[config.mk]
export PLATFORM = sky130hd
export DESIGN_NAME = apb_demux_cut
export DESIGN_NICKNAME = d
export VERILOG_FILES = /design/src/rtl/apb_demux_pkg.sv /design/src/rtl/apb_addr_decode.sv /design/src/rtl/apb_demux_cut.sv
export SDC_FILE = /design/constraint.sdc
export NUM_CORES = 1
export LEC_CHECK = 0
export CAP_MARGIN = 20
export CORE_AREA = 2 2 126 128
export CTS_CLUSTER_DIAMETER = 120
export CTS_CLUSTER_SIZE = 12
export DETAILED_ROUTE_END_ITERATION = 8
export DIE_AREA = 0 0 128 130
export PLACE_DENSITY = 0.82
export SYNTH_ARGS = -nofsm -noshare
export SYNTH_HDL_FRONTEND = slang
export SYNTH_HIERARCHICAL = 1
export SYNTH_SLANG_ARGS = --single-unit
[constraint.sdc]
create_clock -name clk_i -period 3 [get_ports clk_i]
set_input_delay 0.6 -clock clk_i [delete_from_list [all_inputs] [get_ports clk_i]]
set_output_delay 0.6 -clock clk_i [all_outputs]
set_load 0.1 [all_outputs]
[src/rtl/apb_demux_pkg.sv]
// Shared types and helpers for the registered APB demux.
package apb_demux_pkg;

  typedef enum logic [2:0] {
    IDLE,
    SETUP,
    ACCESS,
    RESP,
    DERR
  } apb_demux_state_e;

  // Width of an index/counter covering n values, never narrower than one bit.
  function automatic int unsigned clog2_min1(input int unsigned n);
    return (n > 1) ? $clog2(n) : 1;
  endfunction

endpackage

[src/rtl/apb_addr_decode.sv]
// Combinational address decode: inclusive range compare per slave to one-hot hit,
// binary index of the hit and a miss flag.
module apb_addr_decode
  import apb_demux_pkg::*;
#(
  parameter int unsigned                         ADDR_WIDTH = 32,
  parameter int unsigned                         N_SLV      = 2,
  parameter logic [N_SLV-1:0][ADDR_WIDTH-1:0]    ADDR_BEGIN = '0,
  parameter logic [N_SLV-1:0][ADDR_WIDTH-1:0]    ADDR_END   = '0,
  parameter int unsigned                         IDX_W      = clog2_min1(N_SLV)
) (
  input  logic [ADDR_WIDTH-1:0] addr,
  output logic [N_SLV-1:0]      hit,
  output logic [IDX_W-1:0]      idx,
  output logic                  miss
);

  always_comb begin
    hit = '0;
    idx = '0;
    for (int unsigned i = 0; i < N_SLV; i++) begin
      // Offset compare is wrap-safe and keeps ADDR_END = all-ones legal.
      if ((addr - ADDR_BEGIN[i]) <= (ADDR_END[i] - ADDR_BEGIN[i])) begin
        hit[i] = 1'b1;
        idx    = IDX_W'(i);
      end
    end
    miss = ~|hit;

    assert (N_SLV >= 1);
    for (int unsigned i = 0; i < N_SLV; i++) begin
      assert (ADDR_BEGIN[i] <= ADDR_END[i]);
      for (int unsigned j = i + 1; j < N_SLV; j++) begin
        assert ((ADDR_END[i] < ADDR_BEGIN[j]) || (ADDR_END[j] < ADDR_BEGIN[i]));
      end
    end
  end

endmodule

[src/rtl/apb_demux_cut.sv]
// APB4 1-to-N demux with registered request path, per-access timeout and
// PSLVERR completion for decode misses and hung slaves.
module apb_demux_cut
  import apb_demux_pkg::*;
#(
  parameter int unsigned                         ADDR_WIDTH     = 32,
  parameter int unsigned                         DATA_WIDTH     = 32,
  parameter int unsigned                         N_SLV          = 2,
  parameter logic [N_SLV-1:0][ADDR_WIDTH-1:0]    ADDR_BEGIN     = '0,
  parameter logic [N_SLV-1:0][ADDR_WIDTH-1:0]    ADDR_END       = '0,
  parameter int unsigned                         TIMEOUT_CYCLES = 256,
  parameter int unsigned                         STRB_WIDTH     = DATA_WIDTH / 8
) (
  input  logic                                 clk_i,
  input  logic                                 rst_ni,
  input  logic [ADDR_WIDTH-1:0]                paddr_i,
  input  logic [2:0]                           pprot_i,
  input  logic                                 psel_i,
  input  logic                                 penable_i,
  input  logic                                 pwrite_i,
  input  logic [DATA_WIDTH-1:0]                pwdata_i,
  input  logic [STRB_WIDTH-1:0]                pstrb_i,
  output logic                                 pready_o,
  output logic [DATA_WIDTH-1:0]                prdata_o,
  output logic                                 pslverr_o,
  output logic [N_SLV-1:0][ADDR_WIDTH-1:0]     paddr_o,
  output logic [N_SLV-1:0][2:0]                pprot_o,
  output logic [N_SLV-1:0]                     psel_o,
  output logic [N_SLV-1:0]                     penable_o,
  output logic [N_SLV-1:0]                     pwrite_o,
  output logic [N_SLV-1:0][DATA_WIDTH-1:0]     pwdata_o,
  output logic [N_SLV-1:0][STRB_WIDTH-1:0]     pstrb_o,
  input  logic [N_SLV-1:0]                     pready_i,
  input  logic [N_SLV-1:0][DATA_WIDTH-1:0]     prdata_i,
  input  logic [N_SLV-1:0]                     pslverr_i,
  output logic [N_SLV-1:0]                     timeout_o,
  input  logic                                 timeout_clr_i
);

  localparam int unsigned      IDX_W    = clog2_min1(N_SLV);
  localparam int unsigned      CNT_W    = clog2_min1(TIMEOUT_CYCLES + 1);
  localparam logic [CNT_W-1:0] CNT_LAST = CNT_W'((TIMEOUT_CYCLES == 0) ? 0 : TIMEOUT_CYCLES - 1);

  typedef struct packed {
    logic [ADDR_WIDTH-1:0] addr;
    logic [2:0]            prot;
    logic                  write;
    logic [DATA_WIDTH-1:0] wdata;
    logic [STRB_WIDTH-1:0] strb;
  } apb_req_t;

  apb_demux_state_e      state_q, state_d;
  apb_req_t              req_q;
  logic [IDX_W-1:0]      idx_q;
  logic [CNT_W-1:0]      cnt_q;
  logic [DATA_WIDTH-1:0] prdata_q;
  logic                  slverr_q;
  logic [N_SLV-1:0]      timeout_q, timeout_d;
  logic [N_SLV-1:0]      dec_hit;
  logic [IDX_W-1:0]      dec_idx;
  logic                  dec_miss;
  logic                  start;
  logic                  abort;

  apb_addr_decode #(
    .ADDR_WIDTH (ADDR_WIDTH),
    .N_SLV      (N_SLV),
    .ADDR_BEGIN (ADDR_BEGIN),
    .ADDR_END   (ADDR_END),
    .IDX_W      (IDX_W)
  ) u_decode (
    .addr (paddr_i),
    .hit  (dec_hit),
    .idx  (dec_idx),
    .miss (dec_miss)
  );

  assign start = (state_q == IDLE) && psel_i && !penable_i;

  always_ff @(posedge clk_i) begin
    if (!rst_ni) state_q <= IDLE;
    else         state_q <= state_d;
  end

  always_comb begin
    state_d = state_q;
    abort   = 1'b0;
    unique case (state_q)
      IDLE:   if (start) state_d = dec_miss ? DERR : SETUP;
      SETUP:  state_d = ACCESS;
      ACCESS: begin
        if (pready_i[idx_q]) begin
          state_d = RESP;
        end else if ((TIMEOUT_CYCLES != 0) && (cnt_q == CNT_LAST)) begin
          state_d = RESP;
          abort   = 1'b1;
        end
      end
      RESP:   state_d = IDLE;
      DERR:   state_d = IDLE;
      default: state_d = IDLE;
    endcase

    // A same-cycle clear cannot hide the flag raised by this abort.
    timeout_d = timeout_clr_i ? '0 : timeout_q;
    if (abort) timeout_d[idx_q] = 1'b1;

    assert ($onehot0(dec_hit));
  end

  always_ff @(posedge clk_i) begin
    if (!rst_ni) begin
      req_q     <= '0;
      idx_q     <= '0;
      cnt_q     <= '0;
      prdata_q  <= '0;
      slverr_q  <= 1'b0;
      timeout_q <= '0;
    end else begin
      if (start) begin
        req_q.addr  <= paddr_i - ADDR_BEGIN[dec_idx];
        req_q.prot  <= pprot_i;
        req_q.write <= pwrite_i;
        req_q.wdata <= pwdata_i;
        req_q.strb  <= pstrb_i;
        idx_q       <= dec_idx;
      end
      if (state_q == SETUP)       cnt_q <= '0;
      else if (state_q == ACCESS) cnt_q <= cnt_q + CNT_W'(1);
      if (state_q == ACCESS) begin
        if (pready_i[idx_q]) begin
          prdata_q <= prdata_i[idx_q];
          slverr_q <= pslverr_i[idx_q];
        end else if (abort) begin
          prdata_q <= '0;
          slverr_q <= 1'b1;
        end
      end
      timeout_q <= timeout_d;
    end
  end

  always_comb begin
    psel_o    = '0;
    penable_o = '0;
    for (int unsigned i = 0; i < N_SLV; i++) begin
      if (idx_q == IDX_W'(i)) begin
        psel_o[i]    = (state_q == SETUP) || (state_q == ACCESS);
        penable_o[i] = (state_q == ACCESS);
      end
    end
    pready_o  = (state_q == RESP) || (state_q == DERR);
    pslverr_o = ((state_q == RESP) && slverr_q) || (state_q == DERR);
    prdata_o  = (state_q == RESP) ? prdata_q : '0;
  end

  assign paddr_o   = {N_SLV{req_q.addr}};
  assign pprot_o   = {N_SLV{req_q.prot}};
  assign pwrite_o  = {N_SLV{req_q.write}};
  assign pwdata_o  = {N_SLV{req_q.wdata}};
  assign pstrb_o   = {N_SLV{req_q.strb}};
  assign timeout_o = timeout_q;

endmodule

======== Yosys cells after proc, flatten, opt, wreduce, memory -nomap -nowiden ========
Index checks and enable logic that the tools add are counted.
Widths: inputs -> output; s select.
storage, ports and cells
  output and inout bits ................... 184
  word-level logic and storage cells ...... 68
  input port bits ......................... 145
  flip-flop bits (word level) ............. 120
operators by class
  equal/unequal tests ..................... 7
  bitwise logic cells ..................... 2
  order comparisons ....................... 4
  reduce and logical (&&, ||, !) cells .... 13
  $add $sub $neg .......................... 2
  mux-type cells .......................... 29
operators with widths
  operator             count
  $mux 32              6
  $le 32x1->1 const B  1
  $sub 32x32->32       1
  $mux 1               15
  $mux 3               4
  $add 9x1->9 const B  1
  $eq 9x8->1 const B   1
  $pmux 3 s3           1
  $eq 3x2->1 const B   2
  $logic_and 1x1->1    4
  $lt 1x2->1 const B   2
  $mux 2               2
  $reduce_and 2->1     2
  $eq 3x1->1 const B   1
  $eq 3x3->1 const B   1
  $logic_not 3->1      1
  $logic_or 1x1->1     3
  $ne 3x3->1 const B   1
  $ne 2x2->1 const B   1
  $or 2x2->2           1
  $reduce_bool 2->1    1
  $reduce_or 2->1      1
  $demux 1 s1          1
  $ge 1x1->1 const B   1
  2 further kinds      2

======== Longest topological paths before layout ========
  word-level depth ........................ 6
  gate-level depth with buffers ........... 7
  gate-level depth less buffers ........... 6

======== By module ========
Netlist, hierarchy kept.
modules (own cells, without submodules)
  module           area an instance (µm²)  times used  seq. area each (µm²)  cells each
  apb_demux_cut    5,998.3                 1           2,402.3               713
  apb_addr_decode  93.8                    1           0.0                   14

======== Worst setup path after synthesis ========
Ideal clock, no wire load.
  path type ............................... register to output
  start ................................... register idx_q
  end ..................................... output port psel_o[0]
  slack ................................... -0.286 ns
  cell stages (with the launch flop) ...... 4
  required time ........................... 2.400 ns
  path buffers ............................ 2
  arrival ................................. 2.686 ns
  path through ............................ dfxtp_1 clkbuf_1 clkbuf_1 nor3_1
on the way
  cells in the longest elaborated chain, start to end .. 1
ends and longest elaborated chain
  item                      RTL line              text
  start: declaration        apb_demux_cut.sv:54   logic [IDX_W-1:0] idx_q;
  start signal: assignment  apb_demux_cut.sv:126  idx_q <= dec_idx;
  $mux 1                    apb_demux_cut.sv:147  if (idx_q == IDX_W'(i)) begin
  end: declaration          apb_demux_cut.sv:28   output logic [N_SLV-1:0] psel_o,
No other way between the ends.

======== Final worst setup path ========
  start ................................... register state_q[0]
  end ..................................... output port prdata_o[11]
on the way
  cells in the longest elaborated chain, start to end .. 2
ends and longest elaborated chain
  item                      RTL line              text
  start: declaration        apb_demux_cut.sv:52   apb_demux_state_e state_q, state_d;
  start signal: assignment  apb_demux_cut.sv:82   else state_q <= state_d;
  $eq 3x2->1                apb_demux_cut.sv:154  prdata_o = (state_q == RESP) ? prdata_q : '0;
  $mux 32                   apb_demux_cut.sv:154
  end: declaration          apb_demux_cut.sv:24   output logic [DATA_WIDTH-1:0] prdata_o,
No other way between the ends.

==> impl_metrics.yaml <==
clock_tree:
  clockBufferDepth: 2
  worst_skew_pair.late_latency_ns: 0.41
  cts.repair.resized: 0
  cts_made_buffers: 17
  clock-sinks: 120
  h-tree-depth: 4
  clk_pin_slew_ns: 0.05
  post-cts-setup-buffers: 0
  cts_tree: "built"
  cts_root_buf: "clkbuf_16"
  cts.hold.buffers_added: 0
worst_setup_path:
  endpoint: "prdata_o[11]"
  critPathLaunchType: "flop"
  criticalPathCategory: "reg2out"
  critPathMaxFanout: 34
  end_kind: "primary output"
  rrSetupSlack_ns: 1.06
  r2r_end: "prdata_q[23]"
  rr_startpoint: "state_q[1]"
  crit_path_start: "state_q[0]"
  r2r_cells: 4
  arrival_ns: 1.96
  crit_required_ns: 2.40
synth:
  synth.avg_cell_area_um2: 8.38
  syn-num-nets: 872
  synthCells: 725
  yosys_warnings: 6
  synth_area_mm2: 0.00608
layout:
  n_fill_cell: 1321
  layout.nets: 1092
  drive_gt1_share_pct: 28.0
  fin_util_pct: 61.4
  final_cell_mix: "buf_4 (158), clkdlybuf4s50_1 (143), dfxtp_1 (119), nand3_1 (76), o21ai_0 (76)"
  num_antenna_cells: 0
  syn_to_final_growth_pct: 55.8
  final_common_cell: "buf_4"
sta:
  fmax_ghz: 0.390
  finalHoldViolCount: 0
  fin_setup_tns_ns: 0
  maxSlewViolCount: 0
  slew_headroom_pct: 56.4
  finalSetupViolations: 0
  rsz0062_at_grt: "false"
  fin_crit_ns: 2.56
  post-route-period-util_pct: 85.5
  fin_skew_ns: 0.00756
  setup_ws_ns: 0.435
  worst_pin_slew_ns: 0.654
route:
  drt_wl_total_um: 19100
  wire_per_inst_um: 16.6
  drc: 0
  drt_iter0_drc: 327
  first_pass_iters: 4
  vias: 5914
  ant_nets: 0
  via_per_inst: 5.14
flow_run:
  cap_violations: 0
power_and_ir_drop:
  power_w: 0.00492
  pwr_density_cell_mw_per_mm2: 520
  p_leak_nw: 3.75
  peakVddDrop_mv: 0.372
global_route:
  first_global_vias: 5330
  grt_max_degree: 75
  grt_use_total_pct: 21.6
  antenna_found_initial: 0
  globalRouteOverflowTotal: 0
  grt_pass1_wl_um: 28400
placement:
  numPortBuffers: 328
  globalplace.congestion: 0.834
  dp_hpwl_um: 13500
  post-place-ws_ns: 0.655
floorplan:
  die_w_um: 128
  core_mm2: 0.0154
  die_y_um: 130
  row_count: 46
  pin_count: 329
  start_util_pct: 39.4
  die_area_mm2: 0.0166
run_status:
  outcome: "finished clean"
min_path:
  hold_class: "reg2reg"
[worst min path at each step]
| stage | from | to | slack, ns | depth (start not counted) |
|---|---|---|---|---|
| after detailed placement | prdata_q[3] | prdata_q[3] | 0.45 | 2 |
| final | prdata_q[13] | prdata_q[13] | 0.46 | 2 |
| after floorplan | prdata_q[30] | prdata_q[30] | 0.44 | 2 |
| after CTS | prdata_q[13] | prdata_q[13] | 0.46 | 2 |
| after global routing | prdata_q[3] | prdata_q[3] | 0.47 | 2 |
| after global placement | prdata_q[30] | prdata_q[30] | 0.45 | 2 |
[report_power, final]
group / switching, W / total [W] / internal (W) / leakage (nW)
clock network: 0.000701 / 0.00205 / 0.00135 / 0.284
logic: 0.000844 / 0.00119 / 0.000351 / 2.49
registers: 0.0000415 / 0.00168 / 0.00164 / 0.975
[per-layer routing]
layer,GRT usage (%),up-vias,wire length [um]
met5,0,-,0
met4,6.72,0,316
met3,5.25,19,983
met2,35.7,189,9680
met1,28.1,2817,8160
li1,-,2889,-
[sequential cells by signal (all words and copies together), names as in the netlist]
| register | cells |
|---|---|
| paddr_o | 32 |
| state_q | 3 |
| pwrite_o | 1 |
| slverr_q | 1 |
| prdata_q | 32 |
| idx_q | 1 |
| pprot_o | 3 |
| timeout_o | 2 |
| pwdata_o | 32 |
| cnt_q | 9 |
| pstrb_o | 4 |
[stage by stage]
stage	hold slack, ns	cells	area (um2)
detailed placement	0.453	1118	8870
CTS	0.463	1150	9470
global placement	0.447	1118	8870
finish	0.461	1150	9470
global route	0.475	1150	9470
floorplan	0.442	725	6080
[layout make-up]
| cell class | count | area, um2 | area share (%) |
|---|---|---|---|
| clock buffers | 24 | 472 | 4.98 |
| clock inverters | 8 | 120 | 1.27 |
| inverters | 5 | 18.8 | 0.198 |
| multi-input cells | 462 | 2830 | 29.9 |
| flip-flops and latches | 120 | 2400 | 25.4 |
| well taps | 192 | 240 | 2.54 |
| repair buffers | 339 | 3380 | 35.7 |
[worst max-delay path, cell delays in order (launching register included)]
cell and delay [ns]:
dfxtp_1 0.56, and3b_1 0.22, buf_4 0.29, and2_1 0.27, buf_12 0.20
Power figures use the tool's default switching activity.
